### config.mk
export PLATFORM = sky130hd
export DESIGN_NAME = unidad_riesgos_multiciclo_flat
export DESIGN_NICKNAME = d
export VERILOG_FILES = /design/src/rtl/unidad_riesgos_multiciclo_if.sv /design/src/rtl/unidad_riesgos_multiciclo.sv /design/src/flat_wrapper.sv
export SDC_FILE = /design/constraint.sdc
export NUM_CORES = 1
export LEC_CHECK = 0
export CORE_ASPECT_RATIO = 1.5
export CORE_MARGIN = 1
export CORE_UTILIZATION = 45
export CTS_BUF_LIST = sky130_fd_sc_hd__clkbuf_8
export DETAILED_ROUTE_END_ITERATION = 12
export PLACE_DENSITY_LB_ADDON = 0.12
export SYNTH_ARGS = -nofsm -noshare
export SYNTH_HDL_FRONTEND = slang
export SYNTH_SLANG_ARGS = --single-unit
### constraint.sdc
create_clock -name i_clk -period 4.2 [get_ports i_clk]
set_input_delay 0.84 -clock i_clk [delete_from_list [all_inputs] [get_ports i_clk]]
set_output_delay 0.84 -clock i_clk [all_outputs]
set_load 0.05 [all_outputs]
### src/rtl/unidad_riesgos_multiciclo_if.sv
// Bundle of pipeline hazard-detection signals between the pipeline datapath
// (master) and the multi-cycle hazard unit (slave).
interface unidad_riesgos_multiciclo_if #(
  parameter int NB_REG  = 5,
  parameter int NB_PERF = 32
);
  logic              i_enable;
  logic [NB_REG-1:0] i_rs_ID;
  logic [NB_REG-1:0] i_rt_ID;
  logic              i_uses_rs_ID;
  logic              i_uses_rt_ID;
  logic              i_branch_ID;
  logic [NB_REG-1:0] i_rd_EX;
  logic              i_reg_write_EX;
  logic              i_mem_read_EX;
  logic [NB_REG-1:0] i_rd_MEM;
  logic              i_mem_read_MEM;
  logic              i_flush;
  logic              o_stall;
  logic              o_busy;
  logic [NB_PERF-1:0] o_stall_cycles;

  modport master (
    output i_enable, i_rs_ID, i_rt_ID, i_uses_rs_ID, i_uses_rt_ID, i_branch_ID,
    output i_rd_EX, i_reg_write_EX, i_mem_read_EX, i_rd_MEM, i_mem_read_MEM, i_flush,
    input  o_stall, o_busy, o_stall_cycles
  );

  modport slave (
    input  i_enable, i_rs_ID, i_rt_ID, i_uses_rs_ID, i_uses_rt_ID, i_branch_ID,
    input  i_rd_EX, i_reg_write_EX, i_mem_read_EX, i_rd_MEM, i_mem_read_MEM, i_flush,
    output o_stall, o_busy, o_stall_cycles
  );
endinterface

### src/rtl/unidad_riesgos_multiciclo.sv
// Multi-cycle hazard unit: detects load-use and branch-in-ID hazards, holds the
// front of the pipeline for the required number of cycles, counts stall cycles.
module unidad_riesgos_multiciclo #(
  parameter int NB_REG            = 5,
  parameter int LOAD_STALL_CYCLES = 1,
  parameter int NB_PERF           = 32
) (
  input  logic                        i_clk,
  input  logic                        i_reset,
  unidad_riesgos_multiciclo_if.slave  bus
);

  localparam int CNT_W = 4;
  localparam logic [CNT_W-1:0] LOAD_N    = CNT_W'(LOAD_STALL_CYCLES);
  localparam logic [CNT_W-1:0] LOAD_N_BR = CNT_W'(LOAD_STALL_CYCLES + 1);
  localparam logic [CNT_W-1:0] ONE_N     = CNT_W'(1);

  typedef enum logic {
    IDLE  = 1'b0,
    STALL = 1'b1
  } state_t;

  state_t             state_q, state_d;
  logic [CNT_W-1:0]   remain_q, remain_d;
  logic [NB_PERF-1:0] stall_cycles_q, stall_cycles_d;

  logic [NB_REG-1:0]  rs_id, rt_id, rd_ex, rd_mem;
  logic               ex_hit, mem_hit;
  logic [CNT_W-1:0]   need_n;
  logic               stall;

  assign rs_id  = bus.i_rs_ID;
  assign rt_id  = bus.i_rt_ID;
  assign rd_ex  = bus.i_rd_EX;
  assign rd_mem = bus.i_rd_MEM;

  // A source only matches when it is really read and is not register 0.
  always_comb begin
    ex_hit  = (bus.i_uses_rs_ID && (rs_id != '0) && (rs_id == rd_ex)) ||
              (bus.i_uses_rt_ID && (rt_id != '0) && (rt_id == rd_ex));
    mem_hit = (bus.i_uses_rs_ID && (rs_id != '0) && (rs_id == rd_mem)) ||
              (bus.i_uses_rt_ID && (rt_id != '0) && (rt_id == rd_mem));
  end

  // Required stall length; the longest applicable condition wins.
  always_comb begin
    need_n = '0;
    if (ex_hit && bus.i_mem_read_EX) begin
      need_n = bus.i_branch_ID ? LOAD_N_BR : LOAD_N;
    end else if (bus.i_branch_ID && ex_hit && bus.i_reg_write_EX) begin
      need_n = ONE_N;
    end
    if (bus.i_branch_ID && mem_hit && bus.i_mem_read_MEM && (need_n == '0)) begin
      need_n = ONE_N;
    end
  end

  // Next-state logic; flush beats both detection and the step enable.
  always_comb begin
    state_d        = state_q;
    remain_d       = remain_q;
    stall_cycles_d = stall_cycles_q;
    stall          = 1'b0;

    if (!i_reset && !bus.i_flush) begin
      stall = (state_q == STALL) || (need_n != '0);
    end

    if (bus.i_flush) begin
      state_d  = IDLE;
      remain_d = '0;
    end else if (bus.i_enable) begin
      case (state_q)
        IDLE: begin
          if (need_n > ONE_N) begin
            state_d  = STALL;
            remain_d = need_n - ONE_N;
          end
        end
        STALL: begin
          if (remain_q <= ONE_N) begin
            state_d  = IDLE;
            remain_d = '0;
          end else begin
            remain_d = remain_q - ONE_N;
          end
        end
        default: begin
          state_d  = IDLE;
          remain_d = '0;
        end
      endcase
    end

    if (bus.i_enable && stall && (stall_cycles_q != '1)) begin
      stall_cycles_d = stall_cycles_q + NB_PERF'(1);
    end
  end

  always_ff @(posedge i_clk) begin
    if (i_reset) begin
      state_q        <= IDLE;
      remain_q       <= '0;
      stall_cycles_q <= '0;
    end else begin
      state_q        <= state_d;
      remain_q       <= remain_d;
      stall_cycles_q <= stall_cycles_d;
    end
  end

  assign bus.o_stall        = stall;
  assign bus.o_busy         = (state_q == STALL);
  assign bus.o_stall_cycles = stall_cycles_q;

endmodule
### src/flat_wrapper.sv
// flat-port wrapper written by rule: the top's interface ports become plain ports
module unidad_riesgos_multiciclo_flat 
#(
  parameter int NB_REG            = 5,
  parameter int LOAD_STALL_CYCLES = 1,
  parameter int NB_PERF           = 32
)
  (i_clk, i_reset, bus_i_enable, bus_i_rs_ID, bus_i_rt_ID, bus_i_uses_rs_ID, bus_i_uses_rt_ID, bus_i_branch_ID, bus_i_rd_EX, bus_i_reg_write_EX, bus_i_mem_read_EX, bus_i_rd_MEM, bus_i_mem_read_MEM, bus_i_flush, bus_o_stall, bus_o_busy, bus_o_stall_cycles);
  unidad_riesgos_multiciclo_if #(.NB_REG(NB_REG), .NB_PERF(NB_PERF)) bus_i ();
  input  logic i_clk;
  input  logic i_reset;
  input wire logic [$bits(bus_i.i_enable)-1:0] bus_i_enable;
  input wire logic [$bits(bus_i.i_rs_ID)-1:0] bus_i_rs_ID;
  input wire logic [$bits(bus_i.i_rt_ID)-1:0] bus_i_rt_ID;
  input wire logic [$bits(bus_i.i_uses_rs_ID)-1:0] bus_i_uses_rs_ID;
  input wire logic [$bits(bus_i.i_uses_rt_ID)-1:0] bus_i_uses_rt_ID;
  input wire logic [$bits(bus_i.i_branch_ID)-1:0] bus_i_branch_ID;
  input wire logic [$bits(bus_i.i_rd_EX)-1:0] bus_i_rd_EX;
  input wire logic [$bits(bus_i.i_reg_write_EX)-1:0] bus_i_reg_write_EX;
  input wire logic [$bits(bus_i.i_mem_read_EX)-1:0] bus_i_mem_read_EX;
  input wire logic [$bits(bus_i.i_rd_MEM)-1:0] bus_i_rd_MEM;
  input wire logic [$bits(bus_i.i_mem_read_MEM)-1:0] bus_i_mem_read_MEM;
  input wire logic [$bits(bus_i.i_flush)-1:0] bus_i_flush;
  output wire logic [$bits(bus_i.o_stall)-1:0] bus_o_stall;
  output wire logic [$bits(bus_i.o_busy)-1:0] bus_o_busy;
  output wire logic [$bits(bus_i.o_stall_cycles)-1:0] bus_o_stall_cycles;
  assign bus_i.i_enable = bus_i_enable;
  assign bus_i.i_rs_ID = bus_i_rs_ID;
  assign bus_i.i_rt_ID = bus_i_rt_ID;
  assign bus_i.i_uses_rs_ID = bus_i_uses_rs_ID;
  assign bus_i.i_uses_rt_ID = bus_i_uses_rt_ID;
  assign bus_i.i_branch_ID = bus_i_branch_ID;
  assign bus_i.i_rd_EX = bus_i_rd_EX;
  assign bus_i.i_reg_write_EX = bus_i_reg_write_EX;
  assign bus_i.i_mem_read_EX = bus_i_mem_read_EX;
  assign bus_i.i_rd_MEM = bus_i_rd_MEM;
  assign bus_i.i_mem_read_MEM = bus_i_mem_read_MEM;
  assign bus_i.i_flush = bus_i_flush;
  assign bus_o_stall = bus_i.o_stall;
  assign bus_o_busy = bus_i.o_busy;
  assign bus_o_stall_cycles = bus_i.o_stall_cycles;
  unidad_riesgos_multiciclo #(.NB_REG(NB_REG), .LOAD_STALL_CYCLES(LOAD_STALL_CYCLES), .NB_PERF(NB_PERF)) u_core (.i_clk(i_clk), .i_reset(i_reset), .bus(bus_i));
endmodule
==> flow_metrics.env <==
export IMPL_outcome="finished clean"
export IMPL_grt_busiest_layer="met2"
export IMPL_clock_sinks=37
export IMPL_totalWireLength_mm=5.07
export IMPL_vias=2141
export IMPL_layout_drive_gt1_share_pct=9.74
export IMPL_synth_compound_area_share_pct=9.06
export IMPL_dieArea_sq_um=5110
export IMPL_io_buffers=63
export IMPL_clk_pin_slew_ps=70
export IMPL_synth_common_cells="nor2_1, dfxtp_1, xor2_1"
export IMPL_ys_types=36
export IMPL_cp_arrival_ps=3210
export IMPL_syn_nets=303
export IMPL_p_comb_share_pct=12.4
export IMPL_fin_crit_ps=4050
export IMPL_die_w_microns=58.7
export IMPL_track_usage_pct=22.0
export IMPL_path_buf_inv=4
export IMPL_detail_route_antenna_nets=0
export IMPL_n_antenna_cell=0
export IMPL_pwr_share_seq_pct=53.4
export IMPL_cts_root_buffer="clkbuf_8"
export IMPL_ys_warn_count=0
export IMPL_period_share_pct=96.3
export IMPL_syn_cell_area_sq_um=2170
export IMPL_htree_levels=2
export IMPL_p_leak_uw=0.00117
export IMPL_fin_ws_ps=154
export IMPL_crit_path_top_delay_cell="or4_1"
export IMPL_area_delta_synth_final_pct=43.5
export IMPL_synth_simple_area_share_pct=30.2
export IMPL_globalRoute_totalOverflow=0
export IMPL_netlist_instances=268
export IMPL_slew_headroom_pct=65.9
export IMPL_p_int_uw=507
export IMPL_grtUsageMet3_pct=4.46
export IMPL_grt_max_degree=35
export IMPL_initial_core_util_pct=47.3
export IMPL_critPathMaxFanout=2
export IMPL_pre_cts_ws_ps=-134
export IMPL_post_drt_wl_per_cell_microns=12.3
export IMPL_hold_viol=0
export IMPL_crit_family="buffers and inverters"
export IMPL_tightest_slew_ps=506
export IMPL_critical_path_class="input pin to primary output"
export IMPL_crit_chain="clkdlybuf4s50_1 -> or4_1 -> o21ai_2 -> o22a_1 -> buf_4 -> o21a_1 -> o22ai_1 -> mux2i_1 -> ha_2 -> a21oi_4 -> buf_4 -> buf_12"
export IMPL_pwr_share_clk_pct=34.2
export IMPL_drt_pass1_iterations=4
export IMPL_ys_ff_latch=37
export IMPL_ir_worst_vdd_uv=157
export IMPL_antenna_found_initial=0
export IMPL_grt_pass1_vias=2101
export IMPL_cts_buffers_inserted=5
export IMPL_drcViolationCount=0
export IMPL_rsz0062_at_grt="no"
export IMPL_nets=385
export IMPL_setup_violations_final=0
export IMPL_gp_congestion=0.811
export IMPL_muxShareOfSynthArea_pct=0.462
export IMPL_nFillCells=411
export IMPL_critPathMaxStageDelay_ps=530
export IMPL_rows=30
export IMPL_swShare_pct=22.9
export IMPL_drt_initial_drc_count=100
export IMPL_fp_dieH_microns=87.0
export IMPL_synthTopCellsByArea="dfxtp_1, xor2_1, xnor2_1"
export IMPL_synth_xor_area_share_pct=19.8
export IMPL_min_path_type="flip-flop to flip-flop"
export IMPL_fin_util_pct=67.9
export IMPL_powerDensity_nw_per_um2=211
export IMPL_end_kind="primary output"
export IMPL_switchingPower_uw=151
export IMPL_async_reset_ff_share_pct=0
export IMPL_io_pins=64
export IMPL_dp_hpwl_mm=4.01
export IMPL_vias_per_cell=5.18
export IMPL_avgSynthCellArea_sq_um=8.09
export IMPL_yosysMostFrequentCell="nor2_1"
export IMPL_synth_edf_count=0
export IMPL_cap_violations=0
export IMPL_yosys_area_share_adder_pct=2.89
export IMPL_max_clock_freq_mhz=247
export IMPL_synth_top_cell_area_share_pct=34.2
export IMPL_critPathMostFrequentCell="buf_4"
export IMPL_core_area_sq_um=4580
export IMPL_synth_top_family_by_area="simple AND/OR/NAND/NOR gates"
export IMPL_slew_viol_final=0
export IMPL_postCtsSetupBuffers=0
export IMPL_cp_required_ps=3360
export IMPL_cts_buffer_depth=2
export IMPL_clock_latency_ps=280
export IMPL_grt_pass1_wl_mm=8.85
export IMPL_synth_ff_type="dfxtp_1"
export IMPL_synth_yosys_seq_area_share_pct=34.2
export IMPL_cts_tree="yes"
export IMPL_fin_worst_skew_ps=4.98
export IMPL_use_met2_pct=42.4
export IMPL_synth_largest_area_cell="dfxtp_1"
export IMPL_start_kind="input pin"
export IMPL_use_met1_pct=23.2
==> worst reg2reg max path: stages (launching register included) <==
cell and delay (ps):
dfxtp_1 420, ha_1 360, and3_1 200, nand4_1 110, nor4_1 460, nor2_1 80
buf_4 190, and3_1 200, xnor2_1 140, nor2_1 50
==> final cells by class <==
class	count	area, sq um	share of cell area, %
clock buffers	5	68.8	2.21
inverters	9	33.8	1.09
well taps	64	80.1	2.57
multi-input cells	214	1380	44.3
flip-flops and latches	37	741	23.8
clock inverters	1	5.00	0.161
repair buffers	83	803	25.8
==> sequential cells by signal, indices dropped and copies added (netlist names) <==
signal,flops
u_core.bus.o_busy,1
u_core.bus.o_stall_cycles,32
u_core.remain_q,4
==> power groups by stage <==
| stage | clock (uW) | combinational [uW] | sequential [uW] |
|---|---|---|---|
| floorplan | 0 | 29.8 | 359 |
| global placement | 0 | 78.5 | 359 |
| detailed placement | 0 | 79.5 | 359 |
| CTS | 229 | 79.7 | 351 |
| global route | 250 | 88.8 | 351 |
| finish | 225 | 81.5 | 351 |
==> path summary, 6_finish.rpt <==
kind	cells past startpoint	end	from	slack, ps
min	2	u_core.remain_q[3]$_SDFFE_PP0P_	u_core.remain_q[3]$_SDFFE_PP0P_	510
min reg2reg	2	u_core.remain_q[3]$_SDFFE_PP0P_	u_core.remain_q[3]$_SDFFE_PP0P_	510
max	12	bus_o_stall	bus_i_rt_ID[0]	150
max reg2reg	9	u_core.bus.o_stall_cycles[6]$_SDFFE_PP0P_	u_core.bus.o_stall_cycles[0]$_SDFFE_PP0P_	1880
==> cells in the final DEF (no fill, tap or decap), types with 10 or more instances in the layout <==
cell type        synthesis  routed
o21ai_0                 13      11
clkdlybuf4s50_1          0      57
nor2_1                  40      40
dfxtp_1                 37      37
nand3_1                 18      18
buf_4                    0      20
nand2_1                 19      19
and3_1                  10      10
xor2_1                  27      27
xnor2_1                 22      22
==> through the flow <==
stage / hold WS (ps) / total power (uW) / TNS (ps) / instances / instance area (sq um)
floorplan: 465 / 389 / 0 / 268 / 2170
global placement: 488 / 438 / -190 / 407 / 3000
detailed placement: 502 / 439 / -455 / 407 / 3000
CTS: 515 / 659 / 0 / 413 / 3070
global route: 541 / 689 / 0 / 413 / 3110
finish: 514 / 658 / 0 / 413 / 3110
==> layer usage <==
metal / wire [microns] / vias to the layer above / part of all wire (%)
met4: 46 / 0 / 0.91
met3: 173 / 5 / 3.4
met2: 2800 / 47 / 55
li1: - / 1088 / -
met1: 2050 / 1001 / 40
met5: 0 / - / 0
==> what timing repair did <==
| item | 4_1_cts | 5_1_grt |
|---|---|---|
| gates resized for setup | 0 | 13 |
| endpoints found under the setup margin | 0 | 7 |
| hold buffers | 0 | 0 |
==> cell families (layout without fill, tap and decap cells) <==
logic type / after synthesis / in the layout
AO/OA/AOI/OAI: 30 / 30
XOR/XNOR: 49 / 49
adder cells (fa/ha/maj): 5 / 5
buffers and inverters: 17 / 98
flip-flops: 37 / 37
multiplexers: 1 / 1
AND/OR/NAND/NOR: 129 / 129
Power figures use the tool's default switching activity.
